==> src/rtl/alu_4bit.sv <==
// alu_4bit: registered 4-bit ALU with sixteen operations and one cycle of latency.
// Optional feature macro: ALU_4BIT_FLAGS_EN. When it is defined, the block adds
// a registered status port flags = {n, v, c, z}. When it is undefined, the port
// and all flag logic are left out, and the result path behaves the same.
// Reset is synchronous and active-low (rst_n). It takes priority over en.

module alu_4bit (
  input  logic       clk,
  input  logic       rst_n,
  input  logic [3:0] a,
  input  logic [3:0] b,
  input  logic [3:0] sel,
  input  logic       en,
  output logic [3:0] result
`ifdef ALU_4BIT_FLAGS_EN
  ,
  output logic [3:0] flags
`endif
);

  typedef enum logic [3:0] {
    OP_ADD  = 4'b0000,
    OP_SUB  = 4'b0001,
    OP_MUL  = 4'b0010,
    OP_AND  = 4'b0011,
    OP_OR   = 4'b0100,
    OP_XOR  = 4'b0101,
    OP_NAND = 4'b0110,
    OP_NOR  = 4'b0111,
    OP_XNOR = 4'b1000,
    OP_NOT  = 4'b1001,
    OP_SHL  = 4'b1010,
    OP_SHR  = 4'b1011,
    OP_ROL  = 4'b1100,
    OP_ROR  = 4'b1101,
    OP_INC  = 4'b1110,
    OP_DEC  = 4'b1111
  } op_e;

  op_e        op;
  logic [3:0] result_reg;
  logic [3:0] result_next;

  assign op     = op_e'(sel);
  assign result = result_reg;

  // Combinational operation select; all arithmetic wraps modulo 16.
  always_comb begin
    result_next = 4'b0000;
    case (op)
      OP_ADD:  result_next = a + b;
      OP_SUB:  result_next = a - b;
      OP_MUL:  result_next = a * b;
      OP_AND:  result_next = a & b;
      OP_OR:   result_next = a | b;
      OP_XOR:  result_next = a ^ b;
      OP_NAND: result_next = ~(a & b);
      OP_NOR:  result_next = ~(a | b);
      OP_XNOR: result_next = ~(a ^ b);
      OP_NOT:  result_next = ~a;
      OP_SHL:  result_next = {a[2:0], 1'b0};
      OP_SHR:  result_next = {1'b0, a[3:1]};
      OP_ROL:  result_next = {a[2:0], a[3]};
      OP_ROR:  result_next = {a[0], a[3:1]};
      OP_INC:  result_next = a + 4'd1;
      OP_DEC:  result_next = a - 4'd1;
      default: result_next = 4'b0000;
    endcase
  end

  // Result register: reset wins, otherwise capture only on enabled edges.
  always_ff @(posedge clk) begin
    if (!rst_n) begin
      result_reg <= 4'b0000;
    end else if (en) begin
      result_reg <= result_next;
    end
  end

`ifdef ALU_4BIT_FLAGS_EN
  logic [4:0] sum_ext;
  logic [4:0] diff_ext;
  logic [7:0] prod_ext;
  logic       c_next;
  logic       v_next;
  logic [3:0] flags_reg;
  logic [3:0] flags_next;

  // Widened copies of the arithmetic results expose carry, borrow and the high product nibble.
  assign sum_ext  = {1'b0, a} + {1'b0, b};
  assign diff_ext = {1'b0, a} - {1'b0, b};
  assign prod_ext = {4'b0000, a} * {4'b0000, b};

  // Carry and signed-overflow per opcode; logic ops clear both.
  always_comb begin
    c_next = 1'b0;
    v_next = 1'b0;
    case (op)
      OP_ADD: begin
        c_next = sum_ext[4];
        v_next = (a[3] == b[3]) && (result_next[3] != a[3]);
      end
      OP_SUB: begin
        c_next = diff_ext[4];
        v_next = (a[3] != b[3]) && (result_next[3] != a[3]);
      end
      OP_MUL: c_next = |prod_ext[7:4];
      OP_SHL, OP_ROL: c_next = a[3];
      OP_SHR, OP_ROR: c_next = a[0];
      OP_INC: begin
        c_next = (a == 4'b1111);
        v_next = (a == 4'b0111);
      end
      OP_DEC: begin
        c_next = (a == 4'b0000);
        v_next = (a == 4'b1000);
      end
      default: begin
        c_next = 1'b0;
        v_next = 1'b0;
      end
    endcase
    flags_next = {result_next[3], v_next, c_next, (result_next == 4'b0000)};
  end

  // Flags register shares the reset and enable behaviour of the result register.
  always_ff @(posedge clk) begin
    if (!rst_n) begin
      flags_reg <= 4'b0000;
    end else if (en) begin
      flags_reg <= flags_next;
    end
  end

  assign flags = flags_reg;
`endif

endmodule

==> config.mk <==
export PLATFORM = sky130hd
export DESIGN_NAME = alu_4bit
export DESIGN_NICKNAME = d
export VERILOG_FILES = /design/src/rtl/alu_4bit.sv
export SDC_FILE = /design/constraint.sdc
export NUM_CORES = 1
export LEC_CHECK = 0
export ABC_AREA = 0
export ABC_CLOCK_PERIOD_IN_PS = 3800
export BUFFER_PORTS_ARGS = -buffer_cell sky130_fd_sc_hd__buf_2
export CORE_MARGIN = 5
export CORE_UTILIZATION = 55
export CTS_CLUSTER_SIZE = 16
export DETAILED_ROUTE_END_ITERATION = 8
export PLACE_DENSITY_LB_ADDON = 0.05
export REMOVE_ABC_BUFFERS = 1
export SLEW_MARGIN = 20
export SYNTH_ARGS = -nofsm -noshare
export SYNTH_HDL_FRONTEND = slang
export SYNTH_SLANG_ARGS = --single-unit
==> constraint.sdc <==
create_clock -name clk -period 3.8 [get_ports clk]
set_input_delay 0.76 -clock clk [delete_from_list [all_inputs] [get_ports clk]]
set_output_delay 0.76 -clock clk [all_outputs]
set_load 0.01 [all_outputs]
==> flow_metrics.py <==
metrics = {
    "pwr": {
        "power.total_uw": 255,
        "power.share.switching": 0.407,
        "irDropWorstVdd_mv": 0.185,
        "p_switching_uw": 104,
        "pwr-share-clk": 0.199,
        "seq_power_share": 0.187,
        "p_leak_nw": 0.625,
        "p_per_area_nw_per_um2": 189,
        "p_comb_frac": 0.613,
        "intPower_uw": 151,
    },
    "clocking": {
        "post_cts_resized": 0,
        "clk_pin_slew_worst_paths_ns": 0.04,
        "cts_setup_buffers": 0,
        "cts_tree": "built",
        "cts_inserted_buffers": 3,
        "cts_hold_buf": 0,
        "cts-root-buf": "clkbuf_4",
        "clockBufferDepth": 2,
        "clock_latency_ns": 0.23,
        "cts.sinks": 4,
        "h-tree-depth": 1,
    },
    "routing": {
        "vias": 1348,
        "remaining_drc_errors": 0,
        "initialDrtViolationCount": 43,
        "wl_mm": 3.51,
        "routedWlPerCell_um": 16.7,
        "first_pass_iters": 5,
        "via_per_inst": 6.42,
        "antenna_left": 0,
    },
    "run": {
        "maxCapViolCount": 0,
    },
    "floorplan": {
        "num_io_pins": 19,
        "die_h_um": 57.5,
        "die_x_um": 57.5,
        "dieArea_um2": 3310,
        "rows": 17,
        "core_area_um2": 2190,
        "start_util": 0.567,
    },
    "final_layout": {
        "final_cell_mix": "18 x nand2_1, 18 x buf_2, 16 x ha_1",
        "seq_area_um2": 80.1,
        "fin_util": 0.615,
        "multi_input_area_um2": 1070,
        "largest_reg_flops": 4,
        "layout-drive-gt1-share": 0.143,
        "n_fill_cell": 210,
        "synthToLayoutAreaGrowth_pct": 8.46,
        "final_cells": 210,
        "nets": 216,
        "n_antenna_cell": 0,
    },
    "global_routing": {
        "grt_pass1_wl_mm": 5.85,
        "grt_overflow": 0,
        "grt_pass1_vias": 1354,
        "grt_antenna_before_repair": 0,
        "grt.busiest_layer": "met2",
        "grt.met2_usage": 0.345,
        "grt.total_usage": 0.221,
        "grtUsageMet1": 0.274,
        "grt_max_degree": 30,
        "gr-usage-met3": 0.0362,
    },
    "sta": {
        "whs_ns": 0.487,
        "rsz0062_at_grt": "no",
        "worst_pin_slew_ns": 0.478,
        "finClkSkew_ns": 0,
        "fmax_mhz": 325,
        "period_minus_slack_ns": 3.08,
        "slew_violations": 0,
        "slew-limit-headroom": 0.673,
        "hold_viol_final": 0,
        "setup_viol": 0,
        "fin_tns_setup_ns": 0,
        "min_period_over_period": 0.811,
    },
    "critical_path": {
        "setup.worst_path.start": "a[1]",
        "cp_max_fo": 9,
        "reg2reg_from": "result[1]",
        "arrival_ns": 3.23,
        "cp-start-kind": "primary input",
        "crit_path_end_kind": "flip-flop",
        "r2r_slack_ns": 3.12,
        "required_ns": 3.94,
        "path_class": "primary input to flip-flop",
    },
    "synth": {
        "ys_top_cells_by_area": "ha_1 16%, dfxtp_1 6.4%, nand2_1 5.4%",
        "syn_area_per_cell_um2": 7.27,
        "ys_async_sr_fraction": 0,
        "syn_inst": 171,
        "yosys_warnings": 0,
        "ys_seq_area_frac": 0.0645,
        "yosys.area.top_type_share": 0.161,
        "ys_ff_latch": 4,
        "netlist_area_um2": 1240,
        "synth_top_area_cell": "ha_1",
        "synth_cell_types": 50,
        "synth_flop_cell": "dfxtp_1",
        "synth-edff-count": 0,
    },
    "placed_design": {
        "place_congestion": 0.915,
        "dpl.cell_count": 207,
        "dp_hpwl_mm": 2.68,
        "io_buffer_count": 18,
    },
    "worst_hold_path": {
        "worstHoldStart": "result[0]",
        "min_path_type": "flip-flop to flip-flop",
    },
    "outcome": {
        "status": "finished, final reports clean",
    },
}
==> area by class of cell <==
type / instances / area share
Tap cell: 28 / 0.0260
Inverter: 11 / 0.0306
Sequential cell: 4 / 0.0594
Timing Repair Buffer: 19 / 0.0724
Multi-Input combinational cell: 145 / 0.795
Clock buffer: 3 / 0.0167
==> per-layer routing <==
metal | up-vias | part of all wire
met2 | 61 | 0.45
met4 | 0 | 0.047
met1 | 622 | 0.44
li1 | 645 | -
met5 | - | 0
met3 | 20 | 0.068
==> worst paths after layout <==
| path | to | cells past startpoint |
|---|---|---|
| worst max register to register | result[1] | 2 |
| worst min register to register | result[0] | 2 |
| worst min-delay path | result[0] | 2 |
| worst max-delay path | result[3] | 10 |
==> worst max-delay path, cell delays in order <==
cell	delay (ns)
buf_2	0.16
ha_1	0.25
ha_1	0.28
ha_1	0.31
ha_1	0.21
xnor2_1	0.18
xnor2_1	0.10
xnor3_1	0.35
or3b_1	0.37
a221oi_2	0.26
==> cell usage after synthesis (all sizes together), types with 3 or more instances <==
library cell,count
xnor2,6
nand2b,8
o32ai,4
inv,11
ha,16
nor2,13
o21ai,9
buf,9
nor2b,8
dfxtp,4
nand2,18
nor3b,3
a21o,3
a21oi,8
a31oi,5
==> metrics by stage <==
stage	cell area (um^2)	worst slack (ns)
finish	1350	0.719
floorplan	1190	0.818
CTS	1350	0.727
global route	1350	0.581
global placement	1330	0.572
detailed placement	1330	0.509
==> kinds of logic (layout without fill, tap and decap cells) <==
kind of cell / count (synthesis) / after routing / share of synthesized area
and+or+nand+nor: 64 / 64 / 0.277
AOI/OAI and AO/OA: 52 / 52 / 0.296
buffers and inverters: 22 / 33 / 0.0735
adders and majority gates: 17 / 17 / 0.177
xor gates and xnor gates: 9 / 9 / 0.0856
DFF: 4 / 4 / 0.0645
muxes: 3 / 3 / 0.0262
==> power by group through the flow <==
stage | clock (mW) | sequential (mW) | combinational [mW]
4_1_cts | 0.0540 | 0.0478 | 0.155
6_report | 0.0509 | 0.0478 | 0.157
3_3_place_gp | 0 | 0.0482 | 0.152
2_1_floorplan | 0 | 0.0502 | 0.0963
5_1_grt | 0.0565 | 0.0482 | 0.173
3_5_place_dp | 0 | 0.0484 | 0.154
No activity file was read; power rests on OpenSTA's default activity.
